===== config.mk =====
export PLATFORM = sky130hd
export DESIGN_NAME = lc3b_mem_ctrl_flat
export DESIGN_NICKNAME = d
export VERILOG_FILES = /design/src/rtl/lc3b_mem_ctrl_if.sv /design/src/rtl/lc3b_mem_ctrl.sv /design/src/flat_wrapper.sv
export SDC_FILE = /design/constraint.sdc
export NUM_CORES = 1
export LEC_CHECK = 0
export BUFFER_PORTS_ARGS = -buffer_cell sky130_fd_sc_hd__buf_2
export CAP_MARGIN = 0
export CELL_PAD_IN_SITES_DETAIL_PLACEMENT = 0
export CELL_PAD_IN_SITES_GLOBAL_PLACEMENT = 1
export CORE_ASPECT_RATIO = 1.1
export CORE_MARGIN = 4
export CORE_UTILIZATION = 41
export DETAILED_ROUTE_END_ITERATION = 8
export HOLD_SLACK_MARGIN = 0.12
export PLACE_DENSITY = 0.95
export SETUP_SLACK_MARGIN = 0.15
export SYNTH_ARGS = -nofsm -noshare
export SYNTH_HDL_FRONTEND = slang
export SYNTH_SLANG_ARGS = --single-unit

===== constraint.sdc =====
create_clock -name clk -period 3.8 [get_ports clk]
set_clock_uncertainty 0.2 [all_clocks]
set_input_delay 0.38 -clock clk [delete_from_list [all_inputs] [get_ports clk]]
set_output_delay 0.38 -clock clk [all_outputs]
set_load 0.03 [all_outputs]

===== src/rtl/lc3b_mem_ctrl_if.sv =====
// LC-3b memory port bundle.
// Controller drives the request side, memory answers with data/ack.
interface lc3b_mem_ctrl_if;
  logic        mem_req;
  logic        mem_we;
  logic [1:0]  mem_be;
  logic [14:0] mem_addr;
  logic [15:0] mem_wdata;
  logic [15:0] mem_rdata;
  logic        mem_ack;

  modport master (
    output mem_req, mem_we, mem_be,
    output mem_addr, mem_wdata,
    input  mem_rdata, mem_ack
  );

  modport slave (
    input  mem_req, mem_we, mem_be,
    input  mem_addr, mem_wdata,
    output mem_rdata, mem_ack
  );
endinterface


===== src/rtl/lc3b_mem_ctrl.sv =====
// LC-3b memory-access sequencer.
// One handshaked access per L/S request, with status and timeout.
module lc3b_mem_ctrl #(
  parameter int TIMEOUT = 255,
  parameter int CNT_W   = 8
) (
  input  logic        clk,
  input  logic        rst,
  input  logic        L,
  input  logic        S,
  input  logic        word,
  input  logic [15:0] addr,
  input  logic [15:0] wdata,
  output logic [15:0] rdata,
  output logic        done,
  output logic [1:0]  err,
  lc3b_mem_ctrl_if.master mem
);

  typedef enum logic [1:0] {
    IDLE, ACCESS, DONE, RELEASE
  } state_t;

  localparam logic [CNT_W-1:0] TO_LAST =
    (TIMEOUT == 0) ? '0 : CNT_W'(TIMEOUT - 1);

  state_t      state, state_d;
  logic [CNT_W-1:0] cnt, cnt_d;
  logic [1:0]  err_q, err_d;
  logic [15:0] rdata_q, rdata_d;
  logic [15:0] addr_q, wdata_q;
  logic        word_q, op_ld, lat;
  logic        req;

  // State register; async reset drops mem_req at once.
  always_ff @(posedge clk or negedge rst) begin
    if (!rst) state <= IDLE;
    else      state <= state_d;
  end

  // Request latch, wait counter, status and load result.
  always_ff @(posedge clk or negedge rst) begin
    if (!rst) begin
      cnt     <= '0;
      err_q   <= 2'b00;
      rdata_q <= 16'h0000;
      addr_q  <= 16'h0000;
      wdata_q <= 16'h0000;
      word_q  <= 1'b0;
      op_ld   <= 1'b0;
    end else begin
      cnt     <= cnt_d;
      err_q   <= err_d;
      rdata_q <= rdata_d;
      if (lat) begin
        addr_q  <= addr;
        wdata_q <= wdata;
        word_q  <= word;
        op_ld   <= L;
      end
    end
  end

  // Next-state, counter, status and load-data selection.
  always_comb begin
    state_d = state;
    cnt_d   = cnt;
    err_d   = err_q;
    rdata_d = rdata_q;
    lat     = 1'b0;
    unique case (state)
      IDLE: begin
        if (L || S) begin
          lat   = 1'b1;
          cnt_d = '0;
          if (L && S) begin
            state_d = DONE;
            err_d   = 2'b11;
          end else if (word && addr[0]) begin
            state_d = DONE;
            err_d   = 2'b01;
          end else begin
            state_d = ACCESS;
            err_d   = 2'b00;
          end
        end
      end
      ACCESS: begin
        if (mem.mem_ack) begin
          state_d = DONE;
          err_d   = 2'b00;
          if (op_ld) begin
            if (word_q)
              rdata_d = mem.mem_rdata;
            else if (addr_q[0])
              rdata_d = {8'h00, mem.mem_rdata[15:8]};
            else
              rdata_d = {8'h00, mem.mem_rdata[7:0]};
          end
        end else if (TIMEOUT != 0 && cnt == TO_LAST) begin
          state_d = DONE;
          err_d   = 2'b10;
        end else begin
          cnt_d = cnt + 1'b1;
        end
      end
      DONE: state_d = RELEASE;
      RELEASE: begin
        if (!L && !S) state_d = IDLE;
      end
      default: state_d = IDLE;
    endcase
  end

  // Memory port is driven only while a request is outstanding.
  always_comb begin
    req           = (state == ACCESS);
    mem.mem_req   = req;
    mem.mem_we    = req & ~op_ld;
    mem.mem_be    = 2'b00;
    mem.mem_addr  = 15'h0000;
    mem.mem_wdata = 16'h0000;
    if (req) begin
      mem.mem_addr = addr_q[15:1];
      if (word_q) begin
        mem.mem_be    = 2'b11;
        mem.mem_wdata = wdata_q;
      end else begin
        mem.mem_be    = addr_q[0] ? 2'b10 : 2'b01;
        mem.mem_wdata = {wdata_q[7:0], wdata_q[7:0]};
      end
    end
  end

  assign done  = (state == DONE);
  assign err   = done ? err_q : 2'b00;
  assign rdata = rdata_q;

endmodule

===== src/flat_wrapper.sv =====
// flat-port wrapper written by rule: the top's interface ports become plain ports
module lc3b_mem_ctrl_flat 
#(
  parameter int TIMEOUT = 255,
  parameter int CNT_W   = 8
)
  (clk, rst, L, S, word, addr, wdata, rdata, done, err, mem_mem_req, mem_mem_we, mem_mem_be, mem_mem_addr, mem_mem_wdata, mem_mem_rdata, mem_mem_ack);
  lc3b_mem_ctrl_if mem_i ();
  input  logic clk;
  input  logic rst;
  input  logic L;
  input  logic S;
  input  logic word;
  input  logic [15:0] addr;
  input  logic [15:0] wdata;
  output logic [15:0] rdata;
  output logic done;
  output logic [1:0] err;
  output wire logic [$bits(mem_i.mem_req)-1:0] mem_mem_req;
  output wire logic [$bits(mem_i.mem_we)-1:0] mem_mem_we;
  output wire logic [$bits(mem_i.mem_be)-1:0] mem_mem_be;
  output wire logic [$bits(mem_i.mem_addr)-1:0] mem_mem_addr;
  output wire logic [$bits(mem_i.mem_wdata)-1:0] mem_mem_wdata;
  input wire logic [$bits(mem_i.mem_rdata)-1:0] mem_mem_rdata;
  input wire logic [$bits(mem_i.mem_ack)-1:0] mem_mem_ack;
  assign mem_mem_req = mem_i.mem_req;
  assign mem_mem_we = mem_i.mem_we;
  assign mem_mem_be = mem_i.mem_be;
  assign mem_mem_addr = mem_i.mem_addr;
  assign mem_mem_wdata = mem_i.mem_wdata;
  assign mem_i.mem_rdata = mem_mem_rdata;
  assign mem_i.mem_ack = mem_mem_ack;
  lc3b_mem_ctrl #(.TIMEOUT(TIMEOUT), .CNT_W(CNT_W)) u_core (.clk(clk), .rst(rst), .L(L), .S(S), .word(word), .addr(addr), .wdata(wdata), .rdata(rdata), .done(done), .err(err), .mem(mem_i));
endmodule

==> qor.yml, run 1 <==
p_total_mw: 3.420
leakage_nw: 2.187
rsz0062_at_grt: "false"
tns_ns: 0
synthesis.nets: 350
n_antenna_cell: 0
dp_cells: 487
place_area_um2: 3785
drt-total-wl_um: 8104
syn_area_um2: 3174
peakVddDrop_v: 0.0003906
syn_area_per_cell_um2: 10.98
synth_async_sr_flop_share_pct: 100.0
max_freq_mhz: 347.5
ant_nets: 0
layout_min_cycle_time_ns: 2.877
antenna_found_initial: 0
yosysTopAreaCell: "dfrtp_1"
wire_per_inst_um: 14.92
clock_latency_ns: 0.33
clkTransAtPathRegs_ns: 0.07
htree_levels: 3
die_w_um: 91.90
drc: 0
cts_hold_buf: 39
syn2layout_area_growth_pct: 38.63
relSlewSlack_pct: 27.15
status: "finished, final reports clean"
layout-drive-gt1-share_pct: 38.58
hold_violations: 0
initialDrtViolationCount: 121
synth_top_area_share_pct: 48.88
syn_inst: 289
start_util_pct: 42.24
rows: 33
cts_root_buf: "clkbuf_8"
core_area_um2: 7515
maxCapViolations: 0
arrival_ns: 2.30
final_area_um2: 4400
post-cts-setup-buffers: 0
grt_use_total_pct: 18.06
cts.sinks: 62
power_density_nw_per_um2: 777.2
clockBufferDepth: 2
synth.distinct_cells: 48
fin_crit_sh_pct: 75.72
slowest_delay_ns: 0.63
cp_cell_sequence: "inv_1, ha_1, buf_4, nor2b_1, buf_2"
place_congestion: 0.7379
yosysSeqAreaShare_pct: 48.88
ys_ff_latch: 62
slew_viol_final: 0
critPathRequiredTime_ns: 3.22
endpoint_kind: "output port"
grt_first_pass_wirelength_um: 13200
synth_common_cells: "dfrtp_1 (62), nand2_1 (41), mux2_2 (33)"
crit_type: "reg -> out"
design.die.area_um2: 9216
via_per_inst: 4.908
crit_path_top_delay_cell: "ha_1"
dp_hpwl_um: 5162
portBuffers: 107
nets: 494
grt_max_degree: 35
worstPathMaxFanout: 22
cts_buffers: 9
yosysMostFrequentCell: "dfrtp_1"
die-height_um: 100.3
synthFlopType: "dfrtp_1"
setup_viol: 0
io_pins: 108
synth-edff-count: 0
grt_pass1_vias: 2689
layout.cells.non_filler: 543
min_path_type: "in -> reg"
critPathLaunchType: "flip-flop"
vias: 2665
worst_slew_pin_slew_ns: 1.089
dr.pass1.iters: 4
grt.overflow.total: 0
cts_tree: "built"
cts_repair_resize_count: 0
synthTopCellsByArea: "dfrtp_1 (49%), mux2_2 (12%), mux2i_1 (5.4%)"
yosysWarnings: 0
==> per-layer routing <==
layer  GRT usage, %  vias up  wire [um]
li1               -     1289          -
met1          22.09     1286       3447
met2          30.06       77       4112
met3          4.423       13        406
met4          8.571        0        138
met5              0        -          0
==> flip-flops by register name (all words and copies together) (netlist names) <==
register and cells:
u_core.addr_q 16, u_core.cnt 8, u_core.err_q 2, u_core.state 2, u_core.rdata 16, u_core.wdata_q 16
u_core.word_q 1, u_core.op_ld 1
==> critical path, delay by kind of cell (launching register included) <==
kind / cells / cell delay (ns)
adder cells (fa/ha/maj): 1 / 0.63
buffers and inverters: 3 / 0.71
flip-flops: 1 / 0.42
AND/OR/NAND/NOR: 1 / 0.21
==> layout make-up <==
| cell class | count | area (um^2) |
|---|---|---|
| Inverter | 5 | 18.77 |
| Sequential cell | 62 | 1551 |
| Clock buffer | 12 | 145.1 |
| Timing Repair Buffer | 152 | 973.4 |
| Clock inverter | 4 | 70.07 |
| Multi-Input combinational cell | 203 | 1510 |
| Fill cell | 651 | 3114 |
| Tap cell | 105 | 131.4 |
==> worst paths after layout <==
kind	start	endpoint	slack (ns)	depth (start not counted)
min	mem_mem_rdata[15]	u_core.rdata[15]$_DFFE_PN0P_	0.13	3
min reg2reg	u_core.rdata[9]$_DFFE_PN0P_	u_core.rdata[9]$_DFFE_PN0P_	0.28	2
min in group asynchronous	rst	u_core.cnt[2]$_DFFE_PN0P_	0.37	2
max	u_core.state[1]$_DFFE_PN0P_	mem_mem_wdata[14]	0.92	5
max reg2reg	u_core.state[1]$_DFFE_PN0P_	u_core.rdata[7]$_DFFE_PN0P_	1.04	5
max in group asynchronous	rst	u_core.wdata_q[2]$_DFFE_PN0P_	2.30	3
==> cells by family after synthesis <==
kind of cell,Yosys count,share of synthesized area (%)
AND/OR/NAND/NOR,101,17.34
buffers and inverters,24,3.784
adder cells (fa/ha/maj),7,2.759
multiplexers,51,17.42
AO/OA/AOI/OAI,44,9.815
flip-flops,62,48.88
==> where the power goes <==
| part | switching (mW) | internal [mW] | total (mW) |
|---|---|---|---|
| logic | 0.999 | 0.663 | 1.66 |
| clock network | 0.255 | 0.386 | 0.641 |
| registers | 0.169 | 0.948 | 1.12 |
==> stage by stage <==
| stage | worst slack (ns) | util, % | hold WS (ns) |
|---|---|---|---|
| global route | 0.6559 | 58.56 | 0.1505 |
| finish | 0.9226 | 58.56 | 0.1290 |
| floorplan | 1.345 | - | -0.1156 |
| global placement | 1.209 | 50.37 | 0.1898 |
| detailed placement | 1.067 | 50.37 | 0.1880 |
| CTS | 0.9607 | 58.42 | 0.1209 |
==> layout by cell type, fill, tap and decap left out, types with 3 or more instances in the layout <==
master / Yosys / routed
nor2b_1: 9 / 9
buf_4: 2 / 5
mux2_2: 33 / 33
inv_1: 5 / 5
ha_1: 7 / 7
buf_2: 6 / 107
mux2i_1: 17 / 17
o21ai_0: 18 / 18
nand2_1: 41 / 41
clkbuf_8: 0 / 10
dfrtp_1: 62 / 62
dlygate4sd3_1: 0 / 40
and2_1: 25 / 25
nor3b_1: 3 / 3
nor2_1: 5 / 5
a21oi_1: 5 / 5
nand3_1: 4 / 4
No activity file was read; power rests on OpenSTA's default activity.
==> run 2: changes to the inputs <==
--- a/config.mk
+++ b/config.mk
@@ -5,16 +5,17 @@
 export SDC_FILE = /design/constraint.sdc
 export NUM_CORES = 1
 export LEC_CHECK = 0
+export ABC_AREA = 1
 export BUFFER_PORTS_ARGS = -buffer_cell sky130_fd_sc_hd__buf_2
 export CAP_MARGIN = 0
 export CELL_PAD_IN_SITES_DETAIL_PLACEMENT = 0
 export CELL_PAD_IN_SITES_GLOBAL_PLACEMENT = 1
 export CORE_ASPECT_RATIO = 1.1
 export CORE_MARGIN = 4
-export CORE_UTILIZATION = 41
+export CORE_UTILIZATION = 33
 export DETAILED_ROUTE_END_ITERATION = 8
 export HOLD_SLACK_MARGIN = 0.12
-export PLACE_DENSITY = 0.95
+export PLACE_DENSITY = 0.88
 export SETUP_SLACK_MARGIN = 0.15
 export SYNTH_ARGS = -nofsm -noshare
 export SYNTH_HDL_FRONTEND = slang
==> constraint.sdc (replaced) <==
create_clock -name clk -period 2.5 [get_ports clk]
set_clock_uncertainty 0.2 [all_clocks]
set_input_delay 0.25 -clock clk [delete_from_list [all_inputs] [get_ports clk]]
set_output_delay 0.25 -clock clk [all_outputs]
set_load 0.03 [all_outputs]
==> run 2 against run 1 <==
Against the previous run: sequential power is 56% higher; cell count increased by 17%; hold slack improved by 0.020 ns; count of clock-buffer cells in the layout shrank 2; register-to-register slack got worse by 0.53 ns; synthesized cell count up 21%; critical endpoint is now mem_mem_wdata[13].
==> qor.yml, run 2 <==
place_congestion: 0.8463  # was 0.7379
portBuffers: 107  # unchanged
final_cell_mix: "buf_2 (106), nand2_1 (82), dfrtp_1 (62)"  # was buf_2 (107), dfrtp_1 (62), nand2_1 (41)
dp_hpwl_um: 5951  # was 5162 um
layout-drive-gt1-share_pct: 33.40  # was 38.58%
power_density_nw_per_um2: 1211  # was 777.2 nW/um^2
grt_use_total_pct: 16.26  # was 18.06%
cts_root_buf: "clkbuf_8"  # unchanged
fin_crit_sh_pct: 87.23
ff2ff_setup_slack_ns: 0.51  # was 1.04 ns
max_freq_mhz: 458.6
setup_ws_ns: 0.3193  # was 0.9226 ns
rsz0062_at_grt: "false"  # unchanged
dr.pass1.iters: 4  # unchanged
relSlewSlack_pct: 58.18  # was 27.15%
synth.distinct_cells: 25  # was 48
cts_buffers: 9  # unchanged
design.die.area_um2: 11090  # was 9216 um^2
syn_area_um2: 3123  # was 3174 um^2
htree_levels: 3  # unchanged
drc: 0  # unchanged
die-height_um: 110.0  # was 100.3 um
whs_ns: 0.1493  # was 0.1290 ns
n_antenna_cell: 0  # unchanged
clock_latency_ns: 0.34  # was 0.33 ns
whs_endpoint: "u_core.err_q[0]$_DFFE_PN0P_"  # was u_core.rdata[15]$_DFFE_PN0P_
r2r_cells: 5  # unchanged
arrival_ns: 1.73  # was 2.30 ns
min_from: "S"  # was mem_mem_rdata[15]
leakage_nw: 2.408  # was 2.187 nW
clkTransAtPathRegs_ns: 0.06  # was 0.07 ns
endpoint_kind: "output port"  # unchanged
slew_viol_final: 0  # unchanged
synth_common_cells: "nand2_1 (82), dfrtp_1 (62), inv_1 (39)"  # was dfrtp_1 (62), nand2_1 (41), mux2_2 (33)
setup_viol: 0  # unchanged
layout_min_cycle_time_ns: 2.181
rows: 36  # was 33
place_ws_ns: 0.3053  # was 1.067 ns
synthTopCellsByArea: "dfrtp_1 (50%), mux2_2 (12%), nand2_1 (9.9%)"  # was dfrtp_1 (49%), mux2_2 (12%), mux2i_1 (5.4%)
clockBufferDepth: 2  # unchanged
crit_type: "reg -> out"  # unchanged
grt_first_pass_wirelength_um: 14220  # was 13200 um
initialDrtViolationCount: 121  # unchanged
hold_violations: 0  # unchanged
syn2layout_area_growth_pct: 45.71  # was 38.63%
cts_tree: "built"  # unchanged
min_path_cells: 5  # was 3
tns_ns: 0  # unchanged
via_per_inst: 4.709  # was 4.908
vias: 2990  # was 2665
rr_endpoint: "u_core.addr_q[11]$_DFFE_PN0P_"  # was u_core.rdata[7]$_DFFE_PN0P_
io_pins: 108  # unchanged
status: "finished, final reports clean"  # unchanged
grt_max_degree: 38  # was 35
yosysWarnings: 0  # unchanged
synth-edff-count: 0  # unchanged
cts.sinks: 62  # unchanged
worstPathMaxFanout: 18  # was 22
start_util_pct: 34.49  # was 42.24%
ys_ff_latch: 62  # unchanged
r2r_start: "u_core.state[0]$_DFFE_PN0P_"  # was u_core.state[1]$_DFFE_PN0P_
ant_nets: 0  # unchanged
critPathLaunchType: "flip-flop"  # unchanged
antenna_found_initial: 0  # unchanged
die_w_um: 100.8  # was 91.90 um
final_common_cell: "buf_2"  # unchanged
drt-total-wl_um: 8650  # was 8104 um
grt_pass1_vias: 3061  # was 2689
synth_async_sr_flop_share_pct: 100.0  # unchanged
critPathRequiredTime_ns: 2.05  # was 3.22 ns
nFillCells: 845  # was 651
yosysSeqAreaShare_pct: 49.68  # was 48.88%
dp_cells: 565  # was 487
core_area_um2: 9054  # was 7515 um^2
yosysMostFrequentCell: "nand2_1"  # was dfrtp_1
grt.overflow.total: 0  # unchanged
synthesis.nets: 412  # was 350
peakVddDrop_v: 0.0006271  # was 0.0003906 V
syn_inst: 351  # was 289
syn_area_per_cell_um2: 8.897  # was 10.98 um^2
min_path_type: "in -> reg"  # unchanged
worst_slew_pin_slew_ns: 0.6274  # was 1.089 ns
synth_top_area_share_pct: 49.68  # was 48.88%
yosysTopAreaCell: "dfrtp_1"  # unchanged
nets: 577  # was 494
maxCapViolations: 0  # unchanged
wire_per_inst_um: 13.62  # was 14.92 um
layout.cells.non_filler: 635  # was 543
synthFlopType: "dfrtp_1"  # unchanged
==> run 2: power breakdown <==
group | internal [mW] | switching [mW]
Sequential | 1.46 | 0.295
Combinational | 1.06 | 1.82
Clock | 0.484 | 0.401
==> run 2: metal layers <==
layer / vias to the layer above / track usage [%] / part of all wire (%)
met5: - / 0 / 0
met4: 0 / 3.946 / 1.1
met3: 10 / 4.091 / 5.9
met2: 97 / 29.40 / 51
met1: 1418 / 19.28 / 42
li1: 1465 / - / -
==> run 2: through the flow <==
step	utilization (%)	instance area (um^2)	total power, mW
floorplan	-	3123	3.736
global placement	41.92	3795	4.456
detailed placement	41.92	3795	4.522
CTS	49.89	4517	5.502
global route	50.26	4551	5.919
finish	50.26	4551	5.511
==> run 2: worst max-delay path, cell delays in order (launching register included) <==
cell,delay [ns]
dfrtp_1,0.42
inv_1,0.15
ha_4,0.21
buf_6,0.18
o21ai_0,0.12
nor2_1,0.12
clkbuf_4,0.20
==> run 2: area by class of cell <==
type	count	area (um^2)	share of cell area, %
inverters	40	153.9	3.382
repair buffers	168	1141	25.08
clock inverters	6	61.31	1.347
multi-input cells	235	1363	29.94
well taps	114	142.6	3.134
clock buffers	10	137.6	3.024
flip-flops and latches	62	1551	34.09
==> run 2: kinds of logic (layout without fill, tap and decap cells) <==
family          count (synthesis)  count (layout)  synth area share, %
simple gates                  150             150                20.47
buf+inv                        54             224                7.091
fa+ha+maj                       7               7                2.804
compound gates                 46              46                8.413
flops                          62              62                49.68
mux                            32              32                11.54
==> run 2: worst max-delay path by stage <==
stage                     slack, ns  cells past startpoint                         from                           to
after global placement         0.40                      6  u_core.state[1]$_DFFE_PN0P_            mem_mem_wdata[14]
after floorplan                0.32                      5  u_core.state[1]$_DFFE_PN0P_            mem_mem_wdata[15]
after global routing           0.17                      6  u_core.state[1]$_DFFE_PN0P_            mem_mem_wdata[13]
after detailed placement       0.31                      6  u_core.state[1]$_DFFE_PN0P_  u_core.rdata[7]$_DFFE_PN0P_
final                          0.32                      6  u_core.state[1]$_DFFE_PN0P_            mem_mem_wdata[13]
after CTS                      0.20                      3    u_core.word_q$_DFFE_PN0P_                mem_mem_be[0]
==> run 2: repair_timing <==
item	4_1_cts	5_1_grt
setup buffers	0	3
setup endpoints to repair	28	7
hold buffers	51	0
endpoints found under the hold margin	75	0
gates resized for setup	2	4
==> run 3: changes to the inputs <==
--- a/config.mk
+++ b/config.mk
@@ -10,10 +10,10 @@
 export CAP_MARGIN = 0
 export CELL_PAD_IN_SITES_DETAIL_PLACEMENT = 0
 export CELL_PAD_IN_SITES_GLOBAL_PLACEMENT = 1
-export CORE_ASPECT_RATIO = 1.1
 export CORE_MARGIN = 4
 export CORE_UTILIZATION = 33
 export DETAILED_ROUTE_END_ITERATION = 8
+export GPL_TIMING_DRIVEN = 0
 export HOLD_SLACK_MARGIN = 0.12
 export PLACE_DENSITY = 0.88
 export SETUP_SLACK_MARGIN = 0.15
==> run 3 against run 2 <==
Against the previous run: flip-flop and latch count unchanged; power increased by 0.77%; register-to-register slack better by 0.02 ns; routed wire length shrank 1.3%; cell count grew 2.8%; utilization shrank 0.85 points; combinational power increased by 2%; highest routed layer unchanged; first-iteration DRC count fell by 20%.
==> qor.yml, run 3 (synthesis gave the netlist of run 2 again) <==
wire_per_inst_um: 13.07  # was 13.62 um
ant_nets: 0  # unchanged
hold_violations: 0  # unchanged
grt_pass1_vias: 3115  # was 3061
dr.pass1.iters: 4  # unchanged
die-height_um: 105.3  # was 110.0 um
min_from: "S"  # unchanged
max_freq_mhz: 462.6  # was 458.6 MHz
rsz0062_at_grt: "false"  # unchanged
critPathRequiredTime_ns: 2.05  # about the same
syn2layout_area_growth_pct: 46.19  # was 45.71%
cts_tree: "built"  # unchanged
antenna_found_initial: 0  # unchanged
vias: 2997  # was 2990
start_util_pct: 33.80  # was 34.49%
dp_cells: 587  # was 565
tns_ns: 0  # unchanged
initialDrtViolationCount: 97  # was 121
final_common_cell: "buf_2"  # unchanged
crit_start: "u_core.state[1]$_DFFE_PN0P_"  # unchanged
cts.sinks: 62  # unchanged
design.die.area_um2: 11080  # was 11090 um^2
min_path_type: "in -> reg"  # unchanged
peakVddDrop_v: 0.0006142  # was 0.0006271 V
p_total_mw: 5.553  # was 5.511 mW
endpoint_kind: "output port"  # unchanged
min_path_cells: 5  # unchanged
r2r_start: "u_core.state[0]$_DFFE_PN0P_"  # unchanged
htree_levels: 3  # unchanged
leakage_nw: 2.411  # was 2.408 nW
r2r_cells: 5  # unchanged
rr_endpoint: "u_core.wdata_q[8]$_DFFE_PN0P_"  # was u_core.addr_q[11]$_DFFE_PN0P_
nets: 580  # was 577
cts_root_buf: "clkbuf_8"  # unchanged
layout-drive-gt1-share_pct: 33.59  # was 33.40%
clkTransAtPathRegs_ns: 0.08  # was 0.06 ns
ff2ff_setup_slack_ns: 0.53  # was 0.51 ns
whs_endpoint: "u_core.err_q[0]$_DFFE_PN0P_"  # unchanged
portBuffers: 107  # unchanged
power_density_nw_per_um2: 1216  # was 1211 nW/um^2
drt-total-wl_um: 8536  # was 8650 um
fin_crit_sh_pct: 86.47  # was 87.23%
n_antenna_cell: 0  # unchanged
place_ws_ns: 0.1611  # was 0.3053 ns
rows: 35  # was 36
arrival_ns: 1.71  # was 1.73 ns
critPathLaunchType: "flip-flop"  # unchanged
grt_first_pass_wirelength_um: 14260  # was 14220 um
status: "finished, final reports clean"  # unchanged
slew_viol_final: 0  # unchanged
place_congestion: 0.8349  # was 0.8463
grt_use_total_pct: 15.76  # was 16.26%
worstPathMaxFanout: 10  # was 18
worst_slew_pin_slew_ns: 0.7992  # was 0.6274 ns
setup_ws_ns: 0.3382  # was 0.3193 ns
grt_max_degree: 63  # was 38
clock_latency_ns: 0.33  # was 0.34 ns
final_cell_mix: "buf_2 (109), nand2_1 (82), dfrtp_1 (62)"  # was buf_2 (106), nand2_1 (82), dfrtp_1 (62)
nFillCells: 836  # was 845
post-cts-setup-buffers: 0  # unchanged
whs_ns: 0.1452  # was 0.1493 ns
io_pins: 108  # unchanged
dp_hpwl_um: 5990  # was 5951 um
drc: 0  # unchanged
die_w_um: 105.3  # was 100.8 um
via_per_inst: 4.590  # was 4.709
core_area_um2: 9240  # was 9054 um^2
relSlewSlack_pct: 46.72  # was 58.18%
clockBufferDepth: 2  # unchanged
crit_type: "reg -> out"  # unchanged
layout_min_cycle_time_ns: 2.162  # was 2.181 ns
cts_buffers: 9  # unchanged
setup_viol: 0  # unchanged
layout.cells.non_filler: 653  # was 635
maxCapViolations: 0  # unchanged
grt.overflow.total: 0  # unchanged
==> run 3: cell count changes in the layout (fill, tap and decap cells not counted), moves of 2 or more <==
cell	change
buf_2	+3
buf_6	-2
clkbuf_1	+2
inv_6	+4
==> run 3: worst max-delay path by stage <==
stage | cells after the start | endpoint | slack, ns
2_1_floorplan | 5 | mem_mem_wdata[15] | 0.32
3_3_place_gp | 7 | mem_mem_wdata[3] | 0.18
3_5_place_dp | 7 | mem_mem_addr[8] | 0.16
4_1_cts | 6 | mem_mem_wdata[12] | 0.19
5_1_grt | 6 | mem_mem_wdata[13] | 0.16
6_report | 7 | mem_mem_addr[8] | 0.34
==> run 3: layout make-up <==
cell class / count / area (um^2) / share of cell area [%]
inverters: 40 / 151.4 / 3.316
repair buffers: 158 / 1051 / 23.02
flip-flops and latches: 62 / 1551 / 33.98
well taps: 129 / 161.4 / 3.535
clock buffers: 9 / 123.9 / 2.713
plain buffers: 13 / 86.33 / 1.891
multi-input cells: 235 / 1363 / 29.84
clock inverters: 7 / 77.57 / 1.699
==> run 3: power breakdown <==
part           switching (mW)  internal [mW]  leakage (nW)  total (mW)
Sequential              0.276           1.46         0.754        1.73
Clock                   0.431          0.472         0.101       0.903
Combinational            1.86           1.06          1.56        2.92
Total                    2.57           2.99          2.41        5.55
==> run 3: layer usage <==
metal	share of wire [%]	wire (um)	up-vias	track usage (%)
li1	-	-	1473	-
met1	41	3533	1417	18.20
met2	50	4304	96	27.46
met3	7.0	600	11	5.021
met4	1.1	97	0	5.342
met5	0	0	-	0
==> run 3: metrics by stage <==
step                area (um^2)  utilization, %
floorplan                  3123               -
global placement           3820           41.34
detailed placement         3822           41.37
CTS                        4551           49.25
global route               4566           49.41
finish                     4566           49.41
==> run 3: timing repair <==
action,4_1_cts,5_1_grt
resized for setup,8,5
endpoints found under the hold margin,113,0
hold buffers,51,0
endpoints found under the setup margin,32,28
==> run 3: critical path, stage by stage, from the launching register on <==
cell and delay (ns):
dfrtp_1 0.43, inv_2 0.11, ha_4 0.17, clkbuf_8 0.18, buf_4 0.18, nand2_1 0.07, inv_1 0.05, buf_2 0.18
